--- src/rtl/branch_sequencer_pkg.sv ---
// Shared constants, state type and helpers for the branch sequencer.
package branch_sequencer_pkg;

  localparam int unsigned OPCODE_W    = 7;
  localparam int unsigned FUNCT3_W    = 3;
  localparam int unsigned CNT_W       = 32;
  localparam int unsigned FLUSH_CNT_W = 3;

  localparam logic [OPCODE_W-1:0] BTYPE_OPCODE = 7'b110_0011;
  localparam logic [OPCODE_W-1:0] JAL_OPCODE   = 7'b110_1111;
  localparam logic [OPCODE_W-1:0] JALR_OPCODE  = 7'b110_0111;

  localparam logic [FUNCT3_W-1:0] BREQ_FUNCT3 = 3'b000;
  localparam logic [FUNCT3_W-1:0] BNE_FUNCT3  = 3'b001;
  localparam logic [FUNCT3_W-1:0] BRLT_FUNCT3 = 3'b100;
  localparam logic [FUNCT3_W-1:0] BGE_FUNCT3  = 3'b101;
  localparam logic [FUNCT3_W-1:0] BLTU_FUNCT3 = 3'b110;
  localparam logic [FUNCT3_W-1:0] BGEU_FUNCT3 = 3'b111;

  typedef enum logic [1:0] {
    RUN   = 2'd0,
    FLUSH = 2'd1,
    HALT  = 2'd2
  } seq_state_e;

  // Statistics counters stick at all-ones instead of wrapping.
  function automatic logic [CNT_W-1:0] sat_inc(input logic [CNT_W-1:0] v);
    return (&v) ? v : v + CNT_W'(1);
  endfunction

endpackage

--- src/rtl/branch_sequencer_if.sv ---
// Execute-to-sequencer bus plus the sequencer's fetch/status outputs.
interface branch_sequencer_if
  import branch_sequencer_pkg::*;
#(
  parameter int unsigned AWIDTH = 32
);
  logic                stall_i;
  logic                halt_i;
  logic                ex_valid_i;
  logic [OPCODE_W-1:0] ex_opcode_i;
  logic [FUNCT3_W-1:0] ex_funct3_i;
  logic                breq_i;
  logic                brlt_i;
  logic                brltu_i;
  logic [AWIDTH-1:0]   ex_target_i;
  logic [AWIDTH-1:0]   pc_o;
  logic                fetch_valid_o;
  logic                flush_o;
  logic                taken_o;
  logic                misalign_o;
  logic [CNT_W-1:0]    branch_cnt_o;
  logic [CNT_W-1:0]    taken_cnt_o;

  modport slave (
    input  stall_i, halt_i, ex_valid_i, ex_opcode_i, ex_funct3_i,
           breq_i, brlt_i, brltu_i, ex_target_i,
    output pc_o, fetch_valid_o, flush_o, taken_o, misalign_o,
           branch_cnt_o, taken_cnt_o
  );

  modport master (
    output stall_i, halt_i, ex_valid_i, ex_opcode_i, ex_funct3_i,
           breq_i, brlt_i, brltu_i, ex_target_i,
    input  pc_o, fetch_valid_o, flush_o, taken_o, misalign_o,
           branch_cnt_o, taken_cnt_o
  );

endinterface

--- src/rtl/branch_taken_eval.sv ---
// Combinational taken/not-taken decision from opcode, funct3 and compare flags.
module branch_taken_eval
  import branch_sequencer_pkg::*;
(
  input  logic [OPCODE_W-1:0] opcode,
  input  logic [FUNCT3_W-1:0] funct3,
  input  logic                breq,
  input  logic                brlt,
  input  logic                brltu,
  output logic                taken_c
);

  always_comb begin
    taken_c = 1'b0;
    case (opcode)
      BTYPE_OPCODE: begin
        case (funct3)
          BREQ_FUNCT3: taken_c = breq;
          BNE_FUNCT3:  taken_c = ~breq;
          BRLT_FUNCT3: taken_c = brlt;
          BGE_FUNCT3:  taken_c = ~brlt;
          BLTU_FUNCT3: taken_c = brltu;
          BGEU_FUNCT3: taken_c = ~brltu;
          default:     taken_c = 1'b0;
        endcase
      end
      JAL_OPCODE, JALR_OPCODE: taken_c = 1'b1;
      default:                 taken_c = 1'b0;
    endcase
  end

endmodule

--- src/rtl/branch_sequencer.sv ---
// Program counter owner: redirects fetch on taken branches/jumps, squashes the
// wrong path, keeps branch statistics and halts on misalignment or request.
module branch_sequencer
  import branch_sequencer_pkg::*;
#(
  parameter int unsigned       AWIDTH       = 32,
  parameter logic [AWIDTH-1:0] BASEADDR     = AWIDTH'(32'h0100_0000),
  parameter int unsigned       FLUSH_CYCLES = 2
) (
  input logic               clk,
  input logic               rst_n,
  branch_sequencer_if.slave bus
);

  localparam logic [FLUSH_CNT_W-1:0] FLUSH_LOAD = FLUSH_CNT_W'(FLUSH_CYCLES);
  localparam logic [FLUSH_CNT_W-1:0] FLUSH_ONE  = FLUSH_CNT_W'(1);
  localparam logic [AWIDTH-1:0]      PC_STEP    = AWIDTH'(4);

  seq_state_e             state_q, state_d;
  logic [AWIDTH-1:0]      pc_q, pc_d;
  logic [FLUSH_CNT_W-1:0] fcnt_q, fcnt_d;
  logic                   fetch_valid_q, fetch_valid_d;
  logic                   flush_q, flush_d;
  logic                   misalign_q, misalign_d;
  logic [CNT_W-1:0]       branch_cnt_q, branch_cnt_d;
  logic [CNT_W-1:0]       taken_cnt_q, taken_cnt_d;
  logic                   eval_taken_c;
  logic                   taken_c;
  logic                   count_c;

  branch_taken_eval u_eval (
    .opcode  (bus.ex_opcode_i),
    .funct3  (bus.ex_funct3_i),
    .breq    (bus.breq_i),
    .brlt    (bus.brlt_i),
    .brltu   (bus.brltu_i),
    .taken_c (eval_taken_c)
  );

  // Only a live RUN-state instruction may redirect or be counted.
  assign taken_c = (state_q == RUN) && bus.ex_valid_i && !bus.stall_i && eval_taken_c;
  assign count_c = (state_q == RUN) && bus.ex_valid_i && !bus.stall_i &&
                   (bus.ex_opcode_i == BTYPE_OPCODE);

  always_comb begin
    state_d      = state_q;
    pc_d         = pc_q;
    fcnt_d       = fcnt_q;
    misalign_d   = misalign_q;
    branch_cnt_d = branch_cnt_q;
    taken_cnt_d  = taken_cnt_q;

    if (count_c) begin
      branch_cnt_d = sat_inc(branch_cnt_q);
      if (taken_c) taken_cnt_d = sat_inc(taken_cnt_q);
    end

    case (state_q)
      RUN: begin
        if (!bus.stall_i) begin
          if (bus.halt_i) begin
            state_d = HALT;
          end else if (taken_c && (bus.ex_target_i[1:0] != 2'b00)) begin
            state_d    = HALT;
            misalign_d = 1'b1;
          end else if (taken_c) begin
            pc_d    = bus.ex_target_i;
            fcnt_d  = FLUSH_LOAD;
            state_d = FLUSH;
          end else begin
            pc_d = pc_q + PC_STEP;
          end
        end
      end
      FLUSH: begin
        if (!bus.stall_i) begin
          if (bus.halt_i) begin
            state_d = HALT;
          end else begin
            pc_d   = pc_q + PC_STEP;
            fcnt_d = fcnt_q - FLUSH_ONE;
            if (fcnt_q == FLUSH_ONE) state_d = RUN;
          end
        end
      end
      HALT:    state_d = HALT;
      default: state_d = HALT;
    endcase

    fetch_valid_d = (state_d != HALT);
    flush_d       = (state_d == FLUSH);
  end

  always_ff @(posedge clk or negedge rst_n) begin
    if (!rst_n) begin
      state_q       <= RUN;
      pc_q          <= BASEADDR;
      fcnt_q        <= '0;
      fetch_valid_q <= 1'b0;
      flush_q       <= 1'b0;
      misalign_q    <= 1'b0;
      branch_cnt_q  <= '0;
      taken_cnt_q   <= '0;
    end else begin
      state_q       <= state_d;
      pc_q          <= pc_d;
      fcnt_q        <= fcnt_d;
      fetch_valid_q <= fetch_valid_d;
      flush_q       <= flush_d;
      misalign_q    <= misalign_d;
      branch_cnt_q  <= branch_cnt_d;
      taken_cnt_q   <= taken_cnt_d;
    end
  end

  assign bus.pc_o          = pc_q;
  assign bus.fetch_valid_o = fetch_valid_q;
  assign bus.flush_o       = flush_q;
  assign bus.taken_o       = taken_c;
  assign bus.misalign_o    = misalign_q;
  assign bus.branch_cnt_o  = branch_cnt_q;
  assign bus.taken_cnt_o   = taken_cnt_q;

endmodule

--- src/flat_wrapper.sv ---
// flat-port wrapper written by rule: the top's interface ports become plain ports
module branch_sequencer_flat import branch_sequencer_pkg::*;
#(
  parameter int unsigned       AWIDTH       = 32,
  parameter logic [AWIDTH-1:0] BASEADDR     = AWIDTH'(32'h0100_0000),
  parameter int unsigned       FLUSH_CYCLES = 2
)
  (clk, rst_n, bus_stall_i, bus_halt_i, bus_ex_valid_i, bus_ex_opcode_i, bus_ex_funct3_i, bus_breq_i, bus_brlt_i, bus_brltu_i, bus_ex_target_i, bus_pc_o, bus_fetch_valid_o, bus_flush_o, bus_taken_o, bus_misalign_o, bus_branch_cnt_o, bus_taken_cnt_o);
  branch_sequencer_if #(.AWIDTH(AWIDTH)) bus_i ();
  input logic clk;
  input logic rst_n;
  input wire logic [$bits(bus_i.stall_i)-1:0] bus_stall_i;
  input wire logic [$bits(bus_i.halt_i)-1:0] bus_halt_i;
  input wire logic [$bits(bus_i.ex_valid_i)-1:0] bus_ex_valid_i;
  input wire logic [$bits(bus_i.ex_opcode_i)-1:0] bus_ex_opcode_i;
  input wire logic [$bits(bus_i.ex_funct3_i)-1:0] bus_ex_funct3_i;
  input wire logic [$bits(bus_i.breq_i)-1:0] bus_breq_i;
  input wire logic [$bits(bus_i.brlt_i)-1:0] bus_brlt_i;
  input wire logic [$bits(bus_i.brltu_i)-1:0] bus_brltu_i;
  input wire logic [$bits(bus_i.ex_target_i)-1:0] bus_ex_target_i;
  output wire logic [$bits(bus_i.pc_o)-1:0] bus_pc_o;
  output wire logic [$bits(bus_i.fetch_valid_o)-1:0] bus_fetch_valid_o;
  output wire logic [$bits(bus_i.flush_o)-1:0] bus_flush_o;
  output wire logic [$bits(bus_i.taken_o)-1:0] bus_taken_o;
  output wire logic [$bits(bus_i.misalign_o)-1:0] bus_misalign_o;
  output wire logic [$bits(bus_i.branch_cnt_o)-1:0] bus_branch_cnt_o;
  output wire logic [$bits(bus_i.taken_cnt_o)-1:0] bus_taken_cnt_o;
  assign bus_i.stall_i = bus_stall_i;
  assign bus_i.halt_i = bus_halt_i;
  assign bus_i.ex_valid_i = bus_ex_valid_i;
  assign bus_i.ex_opcode_i = bus_ex_opcode_i;
  assign bus_i.ex_funct3_i = bus_ex_funct3_i;
  assign bus_i.breq_i = bus_breq_i;
  assign bus_i.brlt_i = bus_brlt_i;
  assign bus_i.brltu_i = bus_brltu_i;
  assign bus_i.ex_target_i = bus_ex_target_i;
  assign bus_pc_o = bus_i.pc_o;
  assign bus_fetch_valid_o = bus_i.fetch_valid_o;
  assign bus_flush_o = bus_i.flush_o;
  assign bus_taken_o = bus_i.taken_o;
  assign bus_misalign_o = bus_i.misalign_o;
  assign bus_branch_cnt_o = bus_i.branch_cnt_o;
  assign bus_taken_cnt_o = bus_i.taken_cnt_o;
  branch_sequencer #(.AWIDTH(AWIDTH), .BASEADDR(BASEADDR), .FLUSH_CYCLES(FLUSH_CYCLES)) u_core (.clk(clk), .rst_n(rst_n), .bus(bus_i));
endmodule
--- config.mk ---
export PLATFORM = sky130hd
export DESIGN_NAME = branch_sequencer_flat
export DESIGN_NICKNAME = d
export VERILOG_FILES = /design/src/rtl/branch_sequencer_pkg.sv /design/src/rtl/branch_sequencer_if.sv /design/src/rtl/branch_taken_eval.sv /design/src/rtl/branch_sequencer.sv /design/src/flat_wrapper.sv
export SDC_FILE = /design/constraint.sdc
export NUM_CORES = 1
export LEC_CHECK = 0
export CORE_MARGIN = 1
export CORE_UTILIZATION = 49
export CTS_CLUSTER_DIAMETER = 100
export DETAILED_ROUTE_END_ITERATION = 10
export GPL_TIMING_DRIVEN = 0
export PLACE_DENSITY = 0.8
export SLEW_MARGIN = 25
export SYNTH_ARGS = -nofsm -noshare
export SYNTH_HDL_FRONTEND = slang
export SYNTH_SLANG_ARGS = --single-unit
--- constraint.sdc ---
create_clock -name clk -period 3 [get_ports clk]
set_input_delay 0.6 -clock clk [delete_from_list [all_inputs] [get_ports clk]]
set_output_delay 0.6 -clock clk [all_outputs]
set_load 0.01 [all_outputs]
# Word level (Yosys, flattened, before mapping)
# Cells that the tools add are included.
[classes]
n_addsub = 4
n_eq_ne = 18
n_mux = 24
bitwise_logic = 7
n_reduce_logical = 18
[ops]
columns = ["operator", "count"]
rows = [
  ["32-bit 2-to-1 mux", 6],
  ["32-bit by 1-bit adder with 32-bit output (second input constant)", 2],
  ["32-bit one-hot mux with 2 select lines", 1],
  ["32-bit AND reduction", 2],
  ["32-bit by 3-bit adder with 32-bit output (second input constant)", 1],
  ["7-bit == test (second input constant)", 3],
  ["3-bit 2-to-1 mux", 6],
  ["2-bit 2-to-1 mux", 7],
  ["3-bit == test (second input constant)", 4],
  ["2-bit != test (second input constant)", 6],
  ["1-bit NOT", 7],
  ["7-bit AND reduction", 1],
  ["3-bit by 1-bit == test with 1-bit output (second input constant)", 2],
  ["1-bit one-hot mux with 6 select lines", 1],
  ["3-bit one-hot mux with 2 select lines", 1],
  ["6-bit AND reduction", 1],
  ["1-bit logical AND", 5],
  ["2-bit by 1-bit == test with 1-bit output (second input constant)", 2],
  ["2-bit one-hot mux with 2 select lines", 1],
  ["4-bit AND reduction", 1],
  ["2-bit nonzero test", 2],
  ["3-bit zero test", 1],
  ["3-bit AND reduction", 1],
  ["3-bit by 1-bit subtractor with 3-bit output (second input constant)", 1],
  ["6 further kinds", 6],
]
[totals]
ff_bits = 104
output_inout_bits = 100
elab_cells = 79

# Longest topological paths before layout
[logic_depth]
depth_word = 10
mapped_depth = 8
ltp_nobuf = 7

# Modules after synthesis
# A second synthesis with hierarchy kept.
[hier_totals]
cells_unflattened = 589
hier_area_um2 = 5656.7
[by_module_without_submodules]
columns = ["module", "instances", "cells_per_inst", "area_each_um2", "seq_area_each_um2"]
rows = [
  ["branch_sequencer", 1, 578, 5579.1, 2603.7],
  ["branch_taken_eval", 1, 11, 77.6, 0.0],
]

# Least setup slack after synthesis
# OpenSTA, ideal clock, no wires.
[synth_timing]
kind = "input-to-reg"
from = "input bus_stall_i"
to = "register u_core.taken_cnt_q[18], in the netlist u_core.bus.taken_cnt_o[18]"
setup_ps = 126
t_arrival_ps = 2212
t_required_ps = 2874
setup_slack_ps = 661
cell_stages = 5
path_buffers = 0
path_cell_list = "or3_4 nor4b_4 nand3_2 or4_1 xnor2_1"
[synth_via]
elab_chain_cells = 4
[synth_rtl]
columns = ["element", "line_no", "text"]
rows = [
  ["from (decl)", "flat_wrapper.sv:12", "input wire logic [$bits(bus_i.stall_i)-1:0] bus_stall_i;"],
  ["1-bit zero test (*)", "branch_sequencer.sv:41, branch_sequencer.sv:42", ""],
  ["1-bit logical AND (*)", "branch_sequencer.sv:41, branch_sequencer.sv:42", ""],
  ["1-bit logical AND, on equally long branches", "branch_sequencer.sv:42, branch_sequencer.sv:41", ""],
  ["3-bit AND reduction (no source line) (*)", "--", ""],
  ["to (signal assigned)", "branch_sequencer.sv:112", "taken_cnt_q <= taken_cnt_d;"],
  ["to (decl)", "branch_sequencer.sv:26", "logic [CNT_W-1:0] taken_cnt_q, taken_cnt_d;"],
]
# Mark *: on every way between the ends. The rest lies on a longest branch, timed or not.
# A chain may end at the register's enable or synchronous reset.

# Worst setup path in the final report
[layout_timing]
from = "input bus_stall_i"
to = "output bus_taken_o"
[layout_via]
elab_chain_cells = 3
[layout_rtl]
columns = ["element", "line_no", "text"]
rows = [
  ["1-bit zero test", "branch_sequencer.sv:41", "assign taken_c = (state_q == RUN) && bus.ex_valid_i && !bus.stall_i && eval_taken_c;"],
  ["1-bit logical AND (2 in a row)", "branch_sequencer.sv:41", ""],
  ["to (decl)", "flat_wrapper.sv:24", "output wire logic [$bits(bus_i.taken_o)-1:0] bus_taken_o;"],
]
# Every way passes these cells.

==> out/metrics.yaml <==
logic_synthesis:
  synth_edf_count: 0
  synth-xor-area-share: 0.0970
  synthAdderAreaFrac: 0.0114
  yosys.area.top_type: "dfrtp_1"
  synth_top_area_frac: 0.468
  synth_top_family_by_area: "simple AND/OR/NAND/NOR gates"
  yosysSeqAreaShare: 0.473
  ys_ff_latch: 104
  synth.distinct_cells: 56
  synth-compound-area-share: 0.128
  synth_cells: 597
  syn_area_mm2: 0.00551
  syn_avg_cell_area_um2: 9.23
  ys_top_cells_by_area: "dfrtp_1, xnor2_1, o21ai_0"
  async_flop_share: 1.00
  syn_nets: 652
  ys.flop_type: "dfrtp_1"
  synthSimpleGateAreaFrac: 0.254
  muxShareOfSynthArea: 0.00772
  yosysWarnings: 0
place:
  place_worst_setup_slack_ns: -0.534
  place_inst: 887
  place_area_mm2: 0.00721
  gp_congestion: 0.867
  dp_hpwl_um: 11200
  portBuffers: 149
sta:
  drv_slew: 0
  fmax_ghz: 0.351
  rsz0062_at_grt: "no"
  slew_headroom: 0.452
  finalCritPeriodShare: 0.950
  setup_viol: 0
  finalHoldViolations: 0
  setup_tns_ns: 0
  hold_slack_ns: 0.143
  finClkSkew_ns: 0.0153
  worst_slew_pin_slew_ns: 0.814
  fin_ws_ns: 0.151
  fin_crit_ns: 2.85
clocking:
  cts_max_level: 3
  cts_buffers: 9
  path_clk_slew_ns: 0.11
  clock_path_buffers: 2
  insertion_delay_ns: 0.38
  root_buffer: "clkbuf_8"
  hold_buffers: 0
  cts_tree: "done"
  clock-sinks: 104
worst_setup_path:
  cpMaxStageDelayCell: "clkdlybuf4s50_1"
  arrival_ns: 2.25
  crit_buf_inv: 2
  start_kind: "primary input"
  crit_family: "buffers and inverters"
  cp-end-kind: "primary output"
  path_cells: "clkdlybuf4s50_1 > or3_4 > nor3_4 > a21boi_4 > dlygate4sd2_1"
  worstPathRequired_ns: 2.40
  critPathKind: "in2out"
  critical-path-max-stage-delay_ns: 0.48
  critPathMaxFanout: 5
layout:
  stdcell_area_mm2: 0.00748
  mostFrequentLayoutCell: "clkdlybuf4s50_1"
  syn_to_final_growth_pct: 35.8
  stdcell_count: 907
  layout_common_cells: "clkdlybuf4s50_1, dfrtp_1, o21ai_0, nor2_1, nand2_1"
  layout-drive-gt1-share: 0.0743
  layout.nets: 817
  antenna_cells: 0
die:
  start_util: 0.506
  die_h_um: 108
  die_w_um: 108
  pin_count: 150
  die-area_mm2: 0.0117
  rows: 38
  core_mm2: 0.0109
global_routing:
  grt_pass1_vias: 5039
  overflow: 0
  antenna_found_initial: 0
  grt_max_degree: 56
  grt_pass1_wl_um: 24600
  grt_use_total: 0.270
pwr:
  vdd_drop_max_mv: 0.208
  leakage_nw: 3.11
  powerDensity_mw_per_mm2: 345
routing:
  viasPerCell: 5.88
  ant_nets: 0
  drc: 0
  drt-pass1-iter-count: 5
  routed_wl_um: 15300
  drt-wirelength-per-cell_um: 16.9
  vias: 5337
  drt_iter0_drc: 431
flow_run:
  cap_violations: 0
worst_hold_path:
  hp-class: "in2async"
run_status:
  status: "completed"
[cells by family (layout without fill, tap and decap cells)]
kind of cell,count (synthesis),after routing
buffers and inverters,40,210
multiplexers,4,4
adder cells (fa/ha/maj),5,5
XOR/XNOR,61,61
AND/OR/NAND/NOR,257,257
AO/OA/AOI/OAI,126,126
flip-flops,104,104
[worst paths after layout]
path,start,to,slack (ns),cells past startpoint
setup / recovery,bus_stall_i,bus_taken_o,0.15,5
hold / removal,rst_n,u_core.bus.taken_cnt_o[26]$_DFFE_PN0P_,0.14,1
setup reg to reg,u_core.state_q[0]$_DFF_PN0_,u_core.bus.pc_o[29]$_DFFE_PN0P_,0.50,8
hold reg to reg,u_core.bus.misalign_o$_DFFE_PN0P_,u_core.bus.misalign_o$_DFFE_PN0P_,0.48,1
max in group asynchronous,rst_n,u_core.bus.pc_o[10]$_DFFE_PN0P_,2.21,2
min in group clk,u_core.bus.misalign_o$_DFFE_PN0P_,u_core.bus.misalign_o$_DFFE_PN0P_,0.48,1
[Yosys cell counts (2+ instances only)]
master       n
o21a_1       3
buf_2        6
xor2_1      29
a21boi_0     3
nand3_1     41
clkbuf_1    14
mux2i_1      2
nand4_1     25
o22ai_1      3
nor4b_1      3
and2_1       7
a31oi_1      5
ha_1         5
nand2b_1     3
a2bb2oi_1    3
and4b_1      2
or4_1        2
nand4_2      2
xnor2_1     32
dfrtp_1    103
clkbuf_2     2
o21ai_0     54
nand2_1     45
nor4_1      12
nor3_2       3
and3_1      15
nor2_1      47
a31o_2       2
a21oi_1     44
a41oi_1      2
or3_1        3
or2_2        2
inv_1       17
nor3_1      26
and4_1       5
nor3b_1      2
nand3b_1     3
mux2_2       2
[worst register-to-register path, stage by stage, from the launching register on]
cell,delay (ns)
dfrtp_1,0.42
or3_4,0.43
nor3_4,0.21
buf_4,0.16
o311a_1,0.14
clkbuf_1,0.21
clkbuf_1,0.52
a21oi_1,0.15
o21ai_0,0.18
[through the flow]
| step | util | power, mW |
|---|---|---|
| after floorplan | - | 1.53 |
| after global routing | 0.687 | 2.68 |
| final | 0.687 | 2.58 |
| after global placement | 0.659 | 1.68 |
| after CTS | 0.684 | 2.59 |
| after detailed placement | 0.662 | 1.69 |
[area by class of cell]
type	count	area [um2]
inverters	17	63.8
multi-input cells	453	2780
repair buffers	154	1550
flip-flops and latches	104	2600
well taps	140	175
clock buffers	10	138
plain buffers	23	104
fillers	904	3410
clock inverters	6	66.3
[layer usage]
metal / wire length (um) / vias up / track usage
met3: 957 / 24 / 0.0428
li1: - / 2485 / -
met1: 6610 / 2602 / 0.375
met4: 270 / 0 / 0.0998
met5: 0 / - / 0
met2: 7460 / 226 / 0.429
[report_power, final]
group          switching, mW  leakage [nW]  internal, mW  total (mW)
combinational         0.0929          1.61         0.120       0.213
clock                  0.503         0.107         0.412       0.915
sequential            0.0305          1.39          1.42        1.45
total                  0.627          3.11          1.95        2.58
[state kept, by name, indices dropped and copies added (netlist names)]
signal                    cells
u_core.bus.flush_o            1
u_core.bus.branch_cnt_o      32
u_core.bus.misalign_o         1
u_core.bus.fetch_valid_o      1
u_core.bus.pc_o              32
u_core.fcnt_q                 3
u_core.bus.taken_cnt_o       32
u_core.state_q                2
[timing repair]
action                                 CTS  global route
pin swaps                                2             1
cloned                                   0             0
resized for setup                        7            12
endpoints found under the hold margin    0             0
setup buffers                            2             2
setup endpoints to repair                1            28
Note: power is estimated with default switching activity, not from simulation.
==> RTL edit: new RTL, config.mk and constraints unchanged <==
Make the reset (`rst_n`) synchronous in one clocked block.
--- a/src/rtl/branch_sequencer.sv
+++ b/src/rtl/branch_sequencer.sv
@@ -91,7 +91,7 @@
     flush_d       = (state_d == FLUSH);
   end
 
-  always_ff @(posedge clk or negedge rst_n) begin
+  always_ff @(posedge clk) begin
     if (!rst_n) begin
       state_q       <= RUN;
       pc_q          <= BASEADDR;
Formal check against the unedited RTL: differs if rst_n is asserted again (counterexample within 4 cycles, from zero or initial values and one cycle with rst_n low); with rst_n held inactive, the same outputs for 4 cycles.
==> RTL edit against the original RTL <==
  * Clock skew down 0.0062 ns
  * Area after synthesis up 2.5%
  * Wire length up 15%
  * Total power up 13%
  * Largest cell class unchanged
  * Sequential cell count unchanged
  * Highest routed layer unchanged
  * Utilization up 1.5 points
  * Critical path type unchanged
  * Die area up 2.5%
  * First-iteration DRC count down 10%
  * Setup slack worse by 0.084 ns
  * Design area up 3.5%
==> RTL edit: results (changes against the original RTL) <==
* Most common library cells after synthesis: dfxtp_1, nand2_1, and2_1, a21oi_1, nor3_1
* Buffer share of cell area at 22.0% (-0.13 points)
* GR Util met2 at 50.4% (+7.6 points)
* Met3 routed WL at 1500 um (+57%)
* P_leak at 2.85 nW (-8.5%)
* Vias in the first global route at 5703 (+13%)
* Pre-antenna DRT Iters at 4 (-1)
* Total number of sequential cells at 104 (unchanged)
* Outcome: finished clean
* RR Startpoint: u_core.state_q[0]$_SDFF_PN0_
* Multi-Input Combinational at 539 (+19%)
* Share of layout cells above drive strength 1 at 5.66% (-1.8 points)
* ClkCell Share at 4.28% (+1.6 points)
* Root Buffer: clkbuf_16
* Total GRT Usage at 30.0% (+3.0 points)
* FF-to-FF End: u_core.bus.branch_cnt_o[28]$_SDFFE_PN0P_
* Clock Latency Late Sink at 0.35 ns (-0.03 ns)
* Final HPWL DP at 12800 um (+14%)
* NetSw at 0.642 mW (+2.4%)
* DR WL/cell at 17.5 um (+3.6%)
* CTS clk-pin slew, worst paths at 0.07 ns (-0.04 ns)
* Critical path's largest stage delay at 0.46 ns (-0.02 ns)
* Async set-or-reset flop fraction in the synthesized netlist at 0% (-100 points)
* Worst vdd ir at 0.240 mV (+15%)
* Hold Path Class: reg -> reg
* Number of non-clock inverters at 16 (-1)
* Compound-Gate Fraction of Synth Area at 16.8% (+4.0 points)
* Fillers at 903 (-0.11%)
* Reg2reg setup slack at 0.40 ns (-0.10 ns)
* Post-synthesis sequential area ratio at 36.9% (-10 points)
* Reg2Reg Depth at 7 (-1)
* Maximum fanout along the worst path at 10 (+5)
* Post-Syn Area at 5650 um^2 (+2.5%)
* Unique masters post-synth at 62 (+11%)
* Final Net Count at 915 (+12%)
* Largest net degree at the start of global routing at 17 (-70%)
* Iteration-0 DRC count of the detailed router at 386 (-10%)
* Global-route wire length before repair at 27800 um (+13%)
* Origin of the worst setup path: bus_ex_valid_i
* Area of the multi-input gates at 3390 um^2 (+22%)
* Met3 GRT Util at 4.21% (-0.071 points)
==> RTL edit: cell count changes after synthesis, moves of 14 or more <==
cell,delta
xnor2_1,-20
nor2_1,-17
and2_1,+46
nand2_1,+24
nand3_1,-14
o21ai_0,-27
nor3_1,+19
dfxtp_1,+104
dfrtp_1,-103
==> RTL edit: power groups by stage <==
stage | combinational [mW] | sequential, mW | clock [mW]
floorplan | 0.0763 | 1.43 | 0
global placement | 0.187 | 1.42 | 0
detailed placement | 0.191 | 1.42 | 0
CTS | 0.201 | 1.39 | 1.31
global route | 0.220 | 1.39 | 1.36
finish | 0.206 | 1.39 | 1.30
==> RTL edit: through the flow <==
step | instances | setup TNS, ns | setup WS (ns) | hold slack [ns]
finish | 1005 | 0 | 0.0670 | 0.477
global route | 1005 | 0 | 0.0178 | 0.504
CTS | 1003 | 0 | 0.0179 | 0.483
detailed placement | 985 | -11.57 | -1.03 | 0.466
global placement | 985 | -9.63 | -1.01 | 0.453
floorplan | 696 | 0 | 0.453 | 0.473
